`src/rtl/riscv_ctrl_pkg.sv`:
```
// rtl/riscv_ctrl_pkg.sv - encodings and control-word types for the RV32I pipeline controller
package riscv_ctrl_pkg;

    // Opcodes the decoder recognises; anything else is illegal
    localparam logic [6:0] OP_R      = 7'b0110011;
    localparam logic [6:0] OP_I      = 7'b0010011;
    localparam logic [6:0] OP_LOAD   = 7'b0000011;
    localparam logic [6:0] OP_STORE  = 7'b0100011;
    localparam logic [6:0] OP_BRANCH = 7'b1100011;
    localparam logic [6:0] OP_JAL    = 7'b1101111;
    localparam logic [6:0] OP_JALR   = 7'b1100111;
    localparam logic [6:0] OP_LUI    = 7'b0110111;

    typedef enum logic [3:0] {
        ALU_ADD  = 4'b0000,
        ALU_SUB  = 4'b0001,
        ALU_AND  = 4'b0010,
        ALU_OR   = 4'b0011,
        ALU_SLT  = 4'b0100,
        ALU_XOR  = 4'b0111,
        ALU_SRA  = 4'b1000,
        ALU_SRL  = 4'b1001,
        ALU_SLL  = 4'b1010,
        ALU_SLTU = 4'b1011
    } alu_ctrl_e;

    typedef enum logic [2:0] {
        IMM_I = 3'b000,
        IMM_S = 3'b001,
        IMM_B = 3'b010,
        IMM_J = 3'b011,
        IMM_U = 3'b100
    } imm_src_e;

    typedef enum logic [1:0] {
        RES_ALU = 2'b00,
        RES_MEM = 2'b01,
        RES_PC4 = 2'b10
    } result_src_e;

    typedef enum logic [1:0] {
        ALUOP_ADD   = 2'b00,
        ALUOP_SUB   = 2'b01,
        ALUOP_FUNCT = 2'b10
    } alu_op_e;

    // Branch conditions; 010/011 are reserved and never taken
    localparam logic [2:0] F3_BEQ  = 3'b000;
    localparam logic [2:0] F3_BNE  = 3'b001;
    localparam logic [2:0] F3_BLT  = 3'b100;
    localparam logic [2:0] F3_BGE  = 3'b101;
    localparam logic [2:0] F3_BLTU = 3'b110;
    localparam logic [2:0] F3_BGEU = 3'b111;

    // Everything ID/EX carries into Execute
    typedef struct packed {
        logic       reg_write;
        logic [1:0] result_src;
        logic       mem_write;
        logic       branch;
        logic       jump;
        logic       jalr;
        logic [3:0] alu_control;
        logic       alu_src_a;
        logic       alu_src_b;
        logic [2:0] funct3;
    } ctrl_word_t;

    localparam ctrl_word_t BUBBLE = '0;

    // Fields that survive past the first MEM stage (MemWrite is dropped there)
    typedef struct packed {
        logic       reg_write;
        logic [1:0] result_src;
    } wb_ctrl_t;

endpackage

```
`src/rtl/ctrl_decoder.sv`:
```
// rtl/ctrl_decoder.sv - combinational main and ALU decoder for the Decode stage
module ctrl_decoder
    import riscv_ctrl_pkg::*;
#(
    parameter bit ILLEGAL_BUBBLE = 1'b1
) (
    input  logic [6:0] op,
    input  logic [2:0] funct3,
    input  logic       funct7b5,
    output ctrl_word_t ctrl,
    output logic [2:0] imm_src,
    output logic       illegal
);

    ctrl_word_t main_ctrl;
    logic [1:0] alu_op;
    logic [3:0] alu_control;
    logic       legal;

    // Main decoder: per-opcode control fields, immediate format and ALU class
    always_comb begin
        main_ctrl = BUBBLE;
        alu_op    = ALUOP_ADD;
        imm_src   = IMM_I;
        legal     = 1'b1;
        case (op)
            OP_R: begin
                main_ctrl.reg_write = 1'b1;
                alu_op              = ALUOP_FUNCT;
            end
            OP_I: begin
                main_ctrl.reg_write = 1'b1;
                main_ctrl.alu_src_b = 1'b1;
                alu_op              = ALUOP_FUNCT;
            end
            OP_LOAD: begin
                main_ctrl.reg_write  = 1'b1;
                main_ctrl.result_src = RES_MEM;
                main_ctrl.alu_src_b  = 1'b1;
            end
            OP_STORE: begin
                main_ctrl.mem_write = 1'b1;
                main_ctrl.alu_src_b = 1'b1;
                imm_src             = IMM_S;
            end
            OP_BRANCH: begin
                main_ctrl.branch = 1'b1;
                alu_op           = ALUOP_SUB;
                imm_src          = IMM_B;
            end
            OP_JAL: begin
                main_ctrl.jump       = 1'b1;
                main_ctrl.reg_write  = 1'b1;
                main_ctrl.result_src = RES_PC4;
                imm_src              = IMM_J;
            end
            OP_JALR: begin
                main_ctrl.jump       = 1'b1;
                main_ctrl.jalr       = 1'b1;
                main_ctrl.reg_write  = 1'b1;
                main_ctrl.result_src = RES_PC4;
                main_ctrl.alu_src_b  = 1'b1;
            end
            OP_LUI: begin
                main_ctrl.reg_write = 1'b1;
                main_ctrl.alu_src_a = 1'b1;
                main_ctrl.alu_src_b = 1'b1;
                imm_src             = IMM_U;
            end
            default: legal = 1'b0;
        endcase
    end

    // ALU decoder: only R/I-type look at funct3; subtract needs R-type (op[5]) and instr[30]
    always_comb begin
        alu_control = ALU_ADD;
        case (alu_op)
            ALUOP_ADD: alu_control = ALU_ADD;
            ALUOP_SUB: alu_control = ALU_SUB;
            default: begin
                case (funct3)
                    3'b000:  alu_control = (op[5] & funct7b5) ? ALU_SUB : ALU_ADD;
                    3'b001:  alu_control = ALU_SLL;
                    3'b010:  alu_control = ALU_SLT;
                    3'b011:  alu_control = ALU_SLTU;
                    3'b100:  alu_control = ALU_XOR;
                    3'b101:  alu_control = funct7b5 ? ALU_SRA : ALU_SRL;
                    3'b110:  alu_control = ALU_OR;
                    default: alu_control = ALU_AND;
                endcase
            end
        endcase
    end

    // Unsupported opcodes always yield an all-zero word; only the flag depends on the build
    always_comb begin
        ctrl = BUBBLE;
        if (legal) begin
            ctrl             = main_ctrl;
            ctrl.alu_control = alu_control;
            ctrl.funct3      = funct3;
        end
    end

    assign illegal = ILLEGAL_BUBBLE ? ~legal : 1'b0;

endmodule

```
`src/rtl/pipeline_controller.sv`:
```
// rtl/pipeline_controller.sv - RV32I pipelined control unit: decode, stage registers, branch resolve
module pipeline_controller
    import riscv_ctrl_pkg::*;
#(
    parameter int MEM_LAT        = 1,
    parameter bit ILLEGAL_BUBBLE = 1'b1
) (
    input  logic       clk,
    input  logic       rst_n,
    input  logic [6:0] op,
    input  logic [2:0] funct3,
    input  logic       funct7b5,
    input  logic       FlushE,
    input  logic       ZeroE,
    input  logic       LtE,
    input  logic       LtuE,
    output logic [2:0] ImmSrcD,
    output logic       IllegalD,
    output logic [3:0] ALUControlE,
    output logic       ALUSrcASelE,
    output logic       ALUSrcBSelE,
    output logic       JalrE,
    output logic       PCSrcE,
    output logic [1:0] ResultSrcE,
    output logic [1:0] ResultSrcM,
    output logic [1:0] ResultSrcW,
    output logic       RegWriteE,
    output logic       RegWriteM,
    output logic       RegWriteW,
    output logic       MemWriteM
);

    ctrl_word_t ctrl_d;
    ctrl_word_t ctrl_e;
    wb_ctrl_t   chain_q [MEM_LAT];
    logic       mem_write_m;
    wb_ctrl_t   wb_q;
    logic       taken;

    ctrl_decoder #(
        .ILLEGAL_BUBBLE(ILLEGAL_BUBBLE)
    ) u_decoder (
        .op      (op),
        .funct3  (funct3),
        .funct7b5(funct7b5),
        .ctrl    (ctrl_d),
        .imm_src (ImmSrcD),
        .illegal (IllegalD)
    );

    // ID/EX: a flush overrides whatever Decode produced
    always_ff @(posedge clk or negedge rst_n) begin
        if (!rst_n) begin
            ctrl_e <= BUBBLE;
        end else if (FlushE) begin
            ctrl_e <= BUBBLE;
        end else begin
            ctrl_e <= ctrl_d;
        end
    end

    // First MEM stage: the only place MemWrite exists
    always_ff @(posedge clk or negedge rst_n) begin
        if (!rst_n) begin
            chain_q[0]  <= '0;
            mem_write_m <= 1'b0;
        end else begin
            chain_q[0]  <= '{reg_write: ctrl_e.reg_write, result_src: ctrl_e.result_src};
            mem_write_m <= ctrl_e.mem_write;
        end
    end

    // Remaining MEM stages model data-memory latency
    for (genvar i = 1; i < MEM_LAT; i++) begin : g_chain
        // Shift write-back controls one stage deeper
        always_ff @(posedge clk or negedge rst_n) begin
            if (!rst_n) begin
                chain_q[i] <= '0;
            end else begin
                chain_q[i] <= chain_q[i-1];
            end
        end
    end

    // MEM/WB captures the last MEM stage
    always_ff @(posedge clk or negedge rst_n) begin
        if (!rst_n) begin
            wb_q <= '0;
        end else begin
            wb_q <= chain_q[MEM_LAT-1];
        end
    end

    // Branch resolver: condition chosen by the funct3 carried into Execute
    always_comb begin
        taken = 1'b0;
        case (ctrl_e.funct3)
            F3_BEQ:  taken = ZeroE;
            F3_BNE:  taken = ~ZeroE;
            F3_BLT:  taken = LtE;
            F3_BGE:  taken = ~LtE;
            F3_BLTU: taken = LtuE;
            F3_BGEU: taken = ~LtuE;
            default: taken = 1'b0;
        endcase
    end

    assign PCSrcE      = ctrl_e.jump | (ctrl_e.branch & taken);
    assign ALUControlE = ctrl_e.alu_control;
    assign ALUSrcASelE = ctrl_e.alu_src_a;
    assign ALUSrcBSelE = ctrl_e.alu_src_b;
    assign JalrE       = ctrl_e.jalr;
    assign ResultSrcE  = ctrl_e.result_src;
    assign RegWriteE   = ctrl_e.reg_write;
    assign ResultSrcM  = chain_q[0].result_src;
    assign RegWriteM   = chain_q[0].reg_write;
    assign MemWriteM   = mem_write_m;
    assign ResultSrcW  = wb_q.result_src;
    assign RegWriteW   = wb_q.reg_write;

endmodule
```
`config.mk`:
```
export PLATFORM = sky130hd
export DESIGN_NAME = pipeline_controller
export DESIGN_NICKNAME = d
export VERILOG_FILES = /design/src/rtl/riscv_ctrl_pkg.sv /design/src/rtl/ctrl_decoder.sv /design/src/rtl/pipeline_controller.sv
export SDC_FILE = /design/constraint.sdc
export NUM_CORES = 1
export LEC_CHECK = 0
export ABC_AREA = 1
export CORE_MARGIN = 2
export CORE_UTILIZATION = 40
export CTS_BUF_LIST = sky130_fd_sc_hd__clkbuf_4 sky130_fd_sc_hd__clkbuf_8
export DETAILED_ROUTE_END_ITERATION = 7
export PLACE_DENSITY_LB_ADDON = 0.3
export SLEW_MARGIN = 40
export SYNTH_ARGS = -nofsm -noshare
export SYNTH_HDL_FRONTEND = slang
export SYNTH_SLANG_ARGS = --single-unit
```
`constraint.sdc`:
```
create_clock -name clk -period 1.1 [get_ports clk]
set_input_delay 0.275 -clock clk [delete_from_list [all_inputs] [get_ports clk]]
set_output_delay 0.275 -clock clk [all_outputs]
set_load 0.005 [all_outputs]
```
# Yosys cells after proc, flatten, opt, wreduce, memory -nomap -nowiden
# Index checks and enable logic that the tools add are counted.
dict set report word_totals {
  register_bits 23
  in_bits 17
  output_inout_bits 22
}
dict set report op_classes {
  eq_ne 20
  mux 18
  bitwise 7
  n_reduce_logical 8
}
# cell n
set op_table {}
lappend op_table {{two-way mux 16 bit} 2}
lappend op_table {{case mux 4 bit (7 select lines)} 1}
lappend op_table {{equality test 3 bit (second input constant)} 7}
lappend op_table {{equality test 7 x 6 -> 1 bit (second input constant)} 3}
lappend op_table {{equality test 7 bit (second input constant)} 3}
lappend op_table {{case mux 3 bit (4 select lines)} 1}
lappend op_table {{two-way mux 1 bit} 10}
lappend op_table {{case mux 2 bit (2 select lines)} 2}
lappend op_table {{case mux 4 bit (2 select lines)} 1}
lappend op_table {{OR reduction 8 bit} 1}
lappend op_table {{equality test 7 x 2 -> 1 bit (second input constant)} 1}
lappend op_table {{equality test 7 x 5 -> 1 bit (second input constant)} 1}
lappend op_table {{equality test 3 x 1 -> 1 bit (second input constant)} 2}
lappend op_table {{equality test 3 x 2 -> 1 bit (second input constant)} 2}
lappend op_table {{logical NOT 3 bit} 2}
lappend op_table {{case mux 1 bit (6 select lines)} 1}
lappend op_table {{OR reduction 6 bit} 1}
lappend op_table {{OR reduction 5 bit} 1}
lappend op_table {{inverter 1 bit} 4}
lappend op_table {{OR reduction 2 bit} 2}
lappend op_table {{bitwise AND 1 bit} 2}
lappend op_table {{equality test 2 x 1 -> 1 bit (second input constant)} 1}
lappend op_table {{logical NOT 2 bit} 1}
lappend op_table {{bitwise OR 1 bit} 1}

# Depth between registers and ports, before layout
# Gate-level depths: netlist (run 1).
dict set report logic_depth {
  depth_word 7
  ltp_mapped 9
}

# Hierarchy
# Synthesis (run 1) repeated with hierarchy kept, for this count alone.
dict set report hier_totals {
  hier_cells 148
  hier_area_um2 1159.9
}
# mod n_inst cells_each area_each_um2
set modules_own_cells {}
lappend modules_own_cells {pipeline_controller 1 82 830.8}
lappend modules_own_cells {ctrl_decoder 1 66 329.1}

# Worst setup path before layout (run 1)
# OpenSTA, ideal clock, no wires.
dict set report synth_timing {
  path_kind {reg2out}
  start {register ctrl_e[2] (netlist name)}
  end {output PCSrcE}
  t_arrival_ns 0.877
  slack_ns -0.052
  path_stages_with_launch 6
  n_path_buf 0
  cell_sequence {dfrtp_1 o21ai_0 nor2_1 o21ai_0 nand2_1 nand2_1}
}
dict set report synth_via {
  elab_chain_len 4
}
# item line_no
set synth_lines {}
lappend synth_lines {{start: declaration} pipeline_controller.sv:34} ;# ctrl_word_t ctrl_e;
lappend synth_lines {{start signal: assignment} pipeline_controller.sv:58} ;# ctrl_e <= ctrl_d;
lappend synth_lines {{equality test 3 bit (tied with other cells)} pipeline_controller.sv:97} ;# case (ctrl_e.funct3)
lappend synth_lines {{case mux 1 bit (6 select lines) *} pipeline_controller.sv:97}
lappend synth_lines {{bitwise AND 1 bit *} pipeline_controller.sv:108} ;# assign PCSrcE = ctrl_e.jump | (ctrl_e.branch & taken);
lappend synth_lines {{bitwise OR 1 bit *} pipeline_controller.sv:108}
lappend synth_lines {{end: declaration} pipeline_controller.sv:23} ;# output logic PCSrcE,
# Every way passes the cells marked *; elsewhere a longest branch is shown, timed or not.

# Final worst setup path (run 1)
# Same ends and word-level chain as after synthesis.

==> results of run 1 <==
## logic make-up (layout without fill, tap and decap cells)
| group | count (synthesis) | count (layout) | share of synthesized area (%) |
|---|---|---|---|
| flip-flops | 22 | 22 | 54.73 |
| buffers and inverters | 27 | 102 | 12.69 |
| AND/OR/NAND/NOR | 59 | 59 | 25.00 |
| AO/OA/AOI/OAI | 13 | 13 | 7.587 |
## power groups by stage
stage | clock network [uW] | logic, uW | registers [uW]
after floorplan | 0 | 64.0 | 833
after global placement | 0 | 205 | 832
after global routing | 463 | 320 | 818
after CTS | 428 | 277 | 817
after detailed placement | 0 | 211 | 833
final | 414 | 296 | 817
## how the worst max path moves through the flow
stage | from | endpoint | slack [ns]
after floorplan | ctrl_e[2] | PCSrcE | 0.0009
after global routing | ctrl_e[2] | PCSrcE | -0.55
after detailed placement | op[6] | IllegalD | -1.02
after global placement | op[6] | IllegalD | -1.03
final | ctrl_e[2] | PCSrcE | -0.45
after CTS | ctrl_e[2] | PCSrcE | -0.49
## per-layer routing
layer	GRT usage (%)	vias up	wire length (um)
li1	-	514	-
met1	18.39	474	950
met2	38.55	42	1525
met4	15.42	0	92
met3	3.056	12	162
met5	0	-	0
## through the flow
stage / hold slack (ns) / area [um2]
floorplan: -0.02059 / 1016
global placement: 0.3336 / 1544
detailed placement: 0.3356 / 1544
CTS: 0.2674 / 1778
global route: 0.2756 / 1838
finish: 0.2860 / 1838
## placed cells by master (no fill, tap or decap), types with 6 or more instances in the layout
cell,Yosys,final
buf_2,0,21
buf_4,7,28
buf_6,0,16
clkdlybuf4s50_1,0,6
dfrtp_1,22,22
inv_1,19,12
nand2_1,28,21
nand2_2,3,6
nor2_1,20,11
nor2_4,0,9
## tightest hold or removal path: cells and delay by family
family	cells	cell delay, ns
buffers and inverters	1	0.09
AND/OR/NAND/NOR	3	0.19
## registers in the layout, indices dropped and copies added (netlist names)
signal	cells
RegWriteE	1
RegWriteW	1
ResultSrcE	1
ALUSrcASelE	1
JalrE	1
ResultSrcW	2
ctrl_e	6
ResultSrcM	2
RegWriteM	1
ALUSrcBSelE	1
ALUControlE	4
MemWriteM	1
## final cells by class
cell class,count,area (um2)
Inverter,20,90.09
Timing Repair Buffer,78,654.4
Tap cell,30,37.54
Sequential cell,22,550.5
Multi-Input combinational cell,72,469.2
Fill cell,179,594.3
Clock buffer,4,36.28
## what timing repair did
item / 4_1_cts / 5_1_grt
hold endpoints to repair: 0 / 0
setup endpoints to repair: 36 / 17
setup buffers: 23 / 5
hold buffers: 0 / 0
gates resized for setup: 178 / 14
pin swaps: 21 / 10
==> metrics, run 1 <==
Fin. Hold Viols=0; Final Util=between 70% and 80%; #FFs+latches synth=22; Crit path top cell by count=nand2_1; initial antenna violation count=0; final number of setup-violating endpoints=7; GRT overflow=0; Antenna Nets Post-Route=0; root buf cell=clkbuf_4; MaxCap Viol Count=0; P_leak=~0.0010 uW; Non-Filler Instances=around 230; Clock Power Share=27.1%; failing checks=negative setup slack; sequential element share of the synthesized area=54.73%; ranking of synthesized cells by area=dfrtp_1 (55%), nand2_1 (10%), nor2_1 (7.5%); Max stage delay on crit path=~0.41 ns; CP Depth=8; Comb pwr share=19.4%; top_reg_cell synth=dfrtp_1; Yosys cell types=16; Clk Latency, worst-skew pair=0.30 ns; outcome=finished with violations; placed insts=202; CP max FO=3; Detail Placement HPWL=approximately 1.7 mm; DR vias=1042; clock slew at reported path FFs=roughly 0.11 ns; hold depth=4; Boundary Pins=39; CP bufs+invs=1; top cell type's share of synthesized area=54.73%; delay-heaviest family, CP=flip-flops; DRC=0; relative slew slack=86.62%; top-count cell post-synth=nand2_1; antenna cells=0; Slew @ Worst Pin=0.1994 ns; Fmax=roughly 640 MHz; Synth top cells by count=nand2_1 (28), dfrtp_1 (22), nor2_1 (20); Net Count, Synth=138; flop-to-flop setup slack=0.36 ns; TritonCTS Buffers=3; Port Buffers=38; Tot Pwr=1527 uW; fin worst setup slack=-0.4547 ns; CTS tree=done; Routed WL per cell=12.08 um; area of the mapped netlist=1006 um2; first-pass GRT wire length=4.098 mm; reg-to-reg endpoint=RegWriteW; Synth Warn #=0; detailed router's first-iteration violation count=6; pwr dens=831.0 nW/um2; setup_tns=-1.019 ns; Setup Skew=0.007801 ns; Peak supply drop=between 0.0005 and 0.0006 V; vias in the first global route=slightly above 1000; layout cells sized above 1=between 50% and 60%; R2R cell count=2; CTS Buffer Depth=2; Layout area overhead=82.71%; crit path launch type=flip-flop; Max Slew Vio Count=0; Crit. End Element=output pin; # clock sinks=22; H-tree depth=1; largest net degree at the start of global routing=23; CP Class=reg2out; Avg Vias per Cell=4.611; WP data required=0.82 ns; Sequential Power Share=53.5%; TritonRoute pass-1 iters=4; Die Y=around 54 um; FP Rows=18; RR Startpoint=RegWriteM; Synth area leader=dfrtp_1; hold path start=op[3]; internal power=1169 uW; Placer Congestion=0.7737; Horiz. Die Dim=around 54 um; synthesized instance count=121; Sw Ratio=23.48%; number of synthesized flops with an enable pin=0; Mapped Avg Cell Area=8.314 um2; die area=2932 um2; Post-synth ARST share=between 90% and 100%; Final period util=141.3%; minimum clock period=1.555 ns; initial core utilization=slightly above 40%; pre-CTS setup slack=-1.018 ns; sw power=between 300 and 400 uW; crit-path cells=nand2_1 > o21ai_2 > nand2_1 > nand2_1 > o21ai_1 > nand2_1 > nand2_1 > buf_2; hold endpoint=ALUSrcASelE; Detailed Route WL=2.731 mm; Core Footprint=around 2400 um2; Hold Path Class=in2reg; RSZ-0062 raised after global routing=true; CP Data Arrival Time=1.28 ns; overall routing resource usage=20.09%; Final nets=between 200 and 250; Worst path slowest cell=dfrtp_1
Power figures use the tool's default switching activity.
==> inputs of run 2 (changes only) <==
--- a/config.mk
+++ b/config.mk
@@ -10,4 +10,5 @@
 export CORE_UTILIZATION = 40
 export CTS_BUF_LIST = sky130_fd_sc_hd__clkbuf_4 sky130_fd_sc_hd__clkbuf_8
+export CTS_CLUSTER_DIAMETER = 60
 export DETAILED_ROUTE_END_ITERATION = 7
 export PLACE_DENSITY_LB_ADDON = 0.3
==> constraint.sdc (replaced) <==
create_clock -name clk -period 1.1 [get_ports clk]
set_input_delay 0.22 -clock clk [delete_from_list [all_inputs] [get_ports clk]]
set_output_delay 0.22 -clock clk [all_outputs]
set_load 0.005 [all_outputs]
==> run 2 against run 1 <==
The flow still finishes with violations (negative setup slack). Via count is 0.86% higher. Sequential share of layout area fell by 0.62 points. Wire length grew 8.6%. Largest power group unchanged. Total power increased by 1.8%. First-iteration DRC count increased by 130%.
==> metrics, run 2 (synthesis gave the netlist of run 1 again) <==
Fin. Hold Viols=0 (unchanged); outcome=finished with violations (unchanged); Routed WL per cell=13.07 um (was 12.08 um); DR vias=1051 (was 1042); GRT overflow=0 (unchanged); Setup Skew=0.006635 ns (was 0.007801 ns); layout cells sized above 1=59.39% (was 55.10%); Hold Path Class=in2async (was in2reg); H-tree depth=1 (unchanged); failing checks=negative setup slack (unchanged); max FFs per register=6 (unchanged); antenna cells=0 (unchanged); initial antenna violation count=0 (unchanged); Boundary Pins=39 (unchanged); most frequent cells in the layout=buf_4 (28), dfrtp_1 (22), nand2_1 (18) (was buf_4 (28), dfrtp_1 (22), nand2_1 (21), buf_2 (21), buf_6 (16)); FP Rows=18 (unchanged); Slew @ Worst Pin=0.2599 ns (was 0.1994 ns); Detail Placement HPWL=1.721 mm (was 1.672 mm); clock slew at reported path FFs=0.12 ns (was 0.11 ns); CTS Buffer Depth=2 (unchanged); most common cell after layout, fill and taps aside=buf_4 (unchanged); Port Buffers=38 (unchanged); final number of setup-violating endpoints=3 (was 7); Core Footprint=2432 um2 (unchanged); Max Slew Vio Count=0 (unchanged); die area=2932 um2 (unchanged); overall routing resource usage=21.41% (was 20.09%); TritonRoute pass-1 iters=4 (unchanged); placed insts=202 (unchanged); DRC=0 (unchanged); root buf cell=clkbuf_4 (unchanged); Placer Congestion=0.7819 (was 0.7737); first-pass GRT wire length=4.422 mm (was 4.098 mm); Clk Latency, worst-skew pair=0.30 ns (about the same); relative slew slack=82.49% (was 86.62%); CP Data Arrival Time=1.30 ns (was 1.28 ns); fin worst setup slack=-0.4224 ns (was -0.4547 ns); Die Y=54.15 um (unchanged); CP max FO=3 (unchanged); TritonCTS Buffers=3 (unchanged); Crit. End Element=output pin (unchanged); CTS tree=done (unchanged); # clock sinks=22 (unchanged); WP data required=0.88 ns (was 0.82 ns); initial core utilization=41.36% (unchanged); Final nets=215 (was 214); Peak supply drop=0.0005650 V (was 0.0005733 V); vias in the first global route=1086 (was 1010); Non-Filler Instances=227 (was 226); Horiz. Die Dim=54.15 um (unchanged); most flop-heavy register=ctrl_e (unchanged); Final period util=138.4% (was 141.3%); CP Class=reg2out (unchanged); MaxCap Viol Count=0 (unchanged); Antenna Nets Post-Route=0 (unchanged); Detailed Route WL=2.966 mm (was 2.731 mm); largest net degree at the start of global routing=23 (unchanged); detailed router's first-iteration violation count=14 (was 6); Layout area overhead=86.57% (was 82.71%); minimum clock period=1.522 ns (was 1.555 ns); RSZ-0062 raised after global routing=true (unchanged); pwr dens=828.9 nW/um2 (was 831.0 nW/um2); crit path launch type=flip-flop (unchanged); Final Util=77.16% (was 75.57%); Fmax=656.9 MHz (was 643.2 MHz); Avg Vias per Cell=4.630 (was 4.611); P_leak=0.001033 uW (was 0.001041 uW); Fillers=169 (was 179)
==> run 2: cell types whose count changed in the layout (fill, tap and decap cells not counted), sizes merged <==
cell / previous run / this run
dlymetal6s2s: 2 / 0
dlygate4sd2: 1 / 0
clkdlybuf4s50: 6 / 9
buf: 69 / 58
clkbuf: 4 / 16
==> run 2: path summary, 6_finish.rpt <==
path / cells past startpoint / from / slack, ns / to
max in group asynchronous: 2 / rst_n / 0.72 / ctrl_e[11]
worst min register to register: 0 / ctrl_e[12] / 0.36 / MemWriteM
min in group clk: 4 / op[5] / 0.27 / ctrl_e[12]
worst max register to register: 1 / ctrl_e[10] / 0.47 / ResultSrcM[1]
worst max-delay path: 8 / ctrl_e[2] / -0.42 / PCSrcE
worst min-delay path: 2 / rst_n / 0.25 / ResultSrcW[1]
==> run 2: worst max-delay path: stages (launching register included) <==
cell and delay, ns:
dfrtp_1 0.42, nand2_1 0.09, o21ai_2 0.06, nand2_1 0.07
nand2_1 0.05, o21ai_1 0.11, nand2_1 0.06, nand2_1 0.05
buf_2 0.10
==> run 2: metrics by stage <==
stage	hold slack [ns]	setup TNS (ns)	instance area [um2]	setup slack, ns	total power, uW
2_1_floorplan	-0.07559	0	1006	0.003465	894.2
3_3_place_gp	0.3346	-10.10	1534	-0.9252	1032
3_5_place_dp	0.3364	-10.81	1534	-0.9718	1038
4_1_cts	0.2634	-1.129	1795	-0.4414	1481
5_1_grt	0.2538	-0.9630	1877	-0.5117	1618
6_report	0.2476	-0.7128	1877	-0.4224	1556
==> run 2: final cells by class <==
cell class / count / area (um2) / area share, %
well taps: 30 / 37.54 / 2.000
multi-input cells: 72 / 501.7 / 26.73
flip-flops and latches: 22 / 550.5 / 29.33
inverters: 20 / 95.09 / 5.067
clock buffers: 4 / 36.28 / 1.933
repair buffers: 79 / 655.6 / 34.93
==> run 2: per-layer routing <==
layer / global-route usage [%] / wire (um) / vias up
li1: - / - / 516
met1: 20.25 / 962 / 483
met2: 43.37 / 1753 / 42
met3: 3.056 / 170 / 10
met4: 10.42 / 80 / 0
met5: 0 / 0 / -
==> run 2: repair_timing <==
item,CTS,global route
buffers inserted,25,2
setup endpoints to repair,34,22
hold buffers,0,0
pin swaps,17,18
gates cloned,0,0
resized for setup,130,62
==> run 2: power by group <==
part / total [uW] / switching, uW / leakage [uW] / internal (uW)
sequential: 817 / 2.70 / 0.000307 / 814
clock: 430 / 228 / 0.0000210 / 202
combinational: 308 / 153 / 0.000705 / 156
==> inputs of run 3 (changes only) <==
Settings changed: CORE_UTILIZATION 40 to 35.
==> run 3 against run 2 <==
The flow still finishes with violations (negative setup slack). Non-clock buffer count grew 2. Clock power shrank 3%. Global-route usage shrank 4.3 points. Sequential power is essentially flat. Total power shrank 1.2%. Combinational power shrank 2%. Sequential share of layout area grew 0.22 points. Highest routed layer unchanged.
==> metrics, run 3 (synthesis gave the netlist of run 1 again) <==
crit path launch type=flip-flop (unchanged); DRC=0 (unchanged); most common cell after layout, fill and taps aside=buf_4 (unchanged); Fmax=662.1 MHz (was 656.9 MHz); fin worst setup slack=-0.4103 ns (was -0.4224 ns); Hold Path Class=in2async (unchanged); CTS Buffer Depth=2 (unchanged); Detail Placement HPWL=1.811 mm (was 1.721 mm); Core Footprint=2734 um2 (was 2432 um2); CTS tree=done (unchanged); # clock sinks=22 (unchanged); Fin. Hold Viols=0 (unchanged); Crit. End Element=output pin (unchanged); TritonRoute pass-1 iters=4 (unchanged); minimum clock period=1.510 ns (was 1.522 ns); Detailed Route WL=3.164 mm (was 2.966 mm); Fillers=214 (was 169); Final period util=137.3% (was 138.4%); largest net degree at the start of global routing=23 (unchanged); die area=3319 um2 (was 2932 um2); outcome=finished with violations (unchanged); overall routing resource usage=17.07% (was 21.41%); max FFs per register=6 (unchanged); P_leak=0.001036 uW (was 0.001033 uW); CP Class=reg2out (unchanged); Peak supply drop=0.0006364 V (was 0.0005650 V); Routed WL per cell=13.70 um (was 13.07 um); WHS=0.2707 ns (was 0.2476 ns); layout cells sized above 1=58.79% (was 59.39%); GRT overflow=0 (unchanged); Final Util=68.15% (was 77.16%); MaxCap Viol Count=0 (unchanged); Placer Congestion=0.7601 (was 0.7819); RR Startpoint=ctrl_e[10] (unchanged); most flop-heavy register=ctrl_e (unchanged); final number of setup-violating endpoints=5 (was 3); detailed router's first-iteration violation count=26 (was 14); Port Buffers=38 (unchanged); Horiz. Die Dim=57.61 um (was 54.15 um); vias in the first global route=1118 (was 1086); placed insts=204 (was 202); Clk Latency, worst-skew pair=0.29 ns (was 0.30 ns); Die Y=57.61 um (was 54.15 um); pwr dens=825.2 nW/um2 (was 828.9 nW/um2); H-tree depth=1 (unchanged); CP max FO=3 (unchanged); WP data required=0.88 ns (about the same); CP Data Arrival Time=1.29 ns (was 1.30 ns); TritonCTS Buffers=3 (unchanged); reg-to-reg endpoint=ResultSrcM[1] (unchanged); Max Slew Vio Count=0 (unchanged); clock slew at reported path FFs=0.11 ns (was 0.12 ns); most frequent cells in the layout=buf_4 (35), dfrtp_1 (22), nand2_1 (18) (was buf_4 (28), dfrtp_1 (22), nand2_1 (18)); first-pass GRT wire length=4.416 mm (was 4.422 mm); Avg Vias per Cell=4.784 (was 4.630); relative slew slack=87.90% (was 82.49%); initial antenna violation count=1 (was 0); RSZ-0062 raised after global routing=true (unchanged); flop-to-flop setup slack=0.45 ns (was 0.47 ns); Setup Skew=0.003344 ns (was 0.006635 ns); DR vias=1105 (was 1051); Non-Filler Instances=231 (was 227); Final Cell Area=1863 um2 (was 1877 um2); Boundary Pins=39 (unchanged); R2R cell count=1 (unchanged); FP Rows=19 (was 18); Slew @ Worst Pin=0.1796 ns (was 0.2599 ns); Final nets=217 (was 215); Area after DPL=1543 um2 (was 1534 um2); failing checks=negative setup slack (unchanged); root buf cell=clkbuf_4 (unchanged); initial core utilization=36.80% (was 41.36%); Antenna Nets Post-Route=0 (unchanged); Layout area overhead=85.20% (was 86.57%)
[run 3: cell types whose count changed in the layout (fill, tap and decap cells not counted), sizes merged]
cell,delta
dlymetal6s2s,+2
clkdlybuf4s50,-2
buf,+6
clkbuf,-4
diode,+1
[run 3: layout make-up]
type | count | area (um2) | share of cell area [%]
Antenna cell | 1 | 2.502 | 0.1343
Tap cell | 31 | 38.79 | 2.082
Inverter | 20 | 87.58 | 4.701
Clock buffer | 4 | 36.28 | 1.948
Timing Repair Buffer | 81 | 658.1 | 35.33
Multi-Input combinational cell | 72 | 489.2 | 26.26
Sequential cell | 22 | 550.5 | 29.55
[run 3: metal layers]
layer  track usage [%]  up-vias  wire [um]
met5                 0        -          0
met4             10.30        0        186
met3             2.232       17        201
met2             31.33       45       1739
met1             18.49      525       1037
li1                  -      518          -
[run 3: metrics by stage]
stage	TNS, ns	total power (uW)	setup WS [ns]
finish	-0.7142	1537	-0.4103
global route	-1.040	1619	-0.5410
CTS	-0.7054	1496	-0.4261
detailed placement	-10.77	1042	-0.9453
global placement	-10.15	1035	-0.8913
floorplan	0	894.2	0.003465
[run 3: where the power goes]
part	switching (uW)	internal [uW]
combinational	150	152
sequential	2.74	814
clock	218	201
[run 3: critical path, cell delays in order (launching register included)]
cell and delay (ns):
dfrtp_1 0.42, nand2_1 0.09, o21ai_2 0.06, nand2_1 0.05, nand2_1 0.05, o21ai_2 0.11, nand2_1 0.07, nand2_1 0.05
buf_2 0.10
[run 3: what timing repair did]
item	in CTS	in global routing
cloned	0	0
gates resized for setup	137	49
pin swaps	18	19
endpoints found under the setup margin	34	18
hold buffers	0	0
buffers inserted	19	5
hold endpoints to repair	0	0
[run 3: worst max path at each step]
stage	slack, ns	cells past startpoint	end	start
after floorplan	0.003	5	PCSrcE	ctrl_e[2]
after global placement	-0.89	10	IllegalD	op[5]
after detailed placement	-0.95	8	ImmSrcD[0]	op[0]
after CTS	-0.43	8	PCSrcE	ctrl_e[2]
after global routing	-0.54	7	PCSrcE	ctrl_e[2]
final	-0.41	8	PCSrcE	ctrl_e[2]
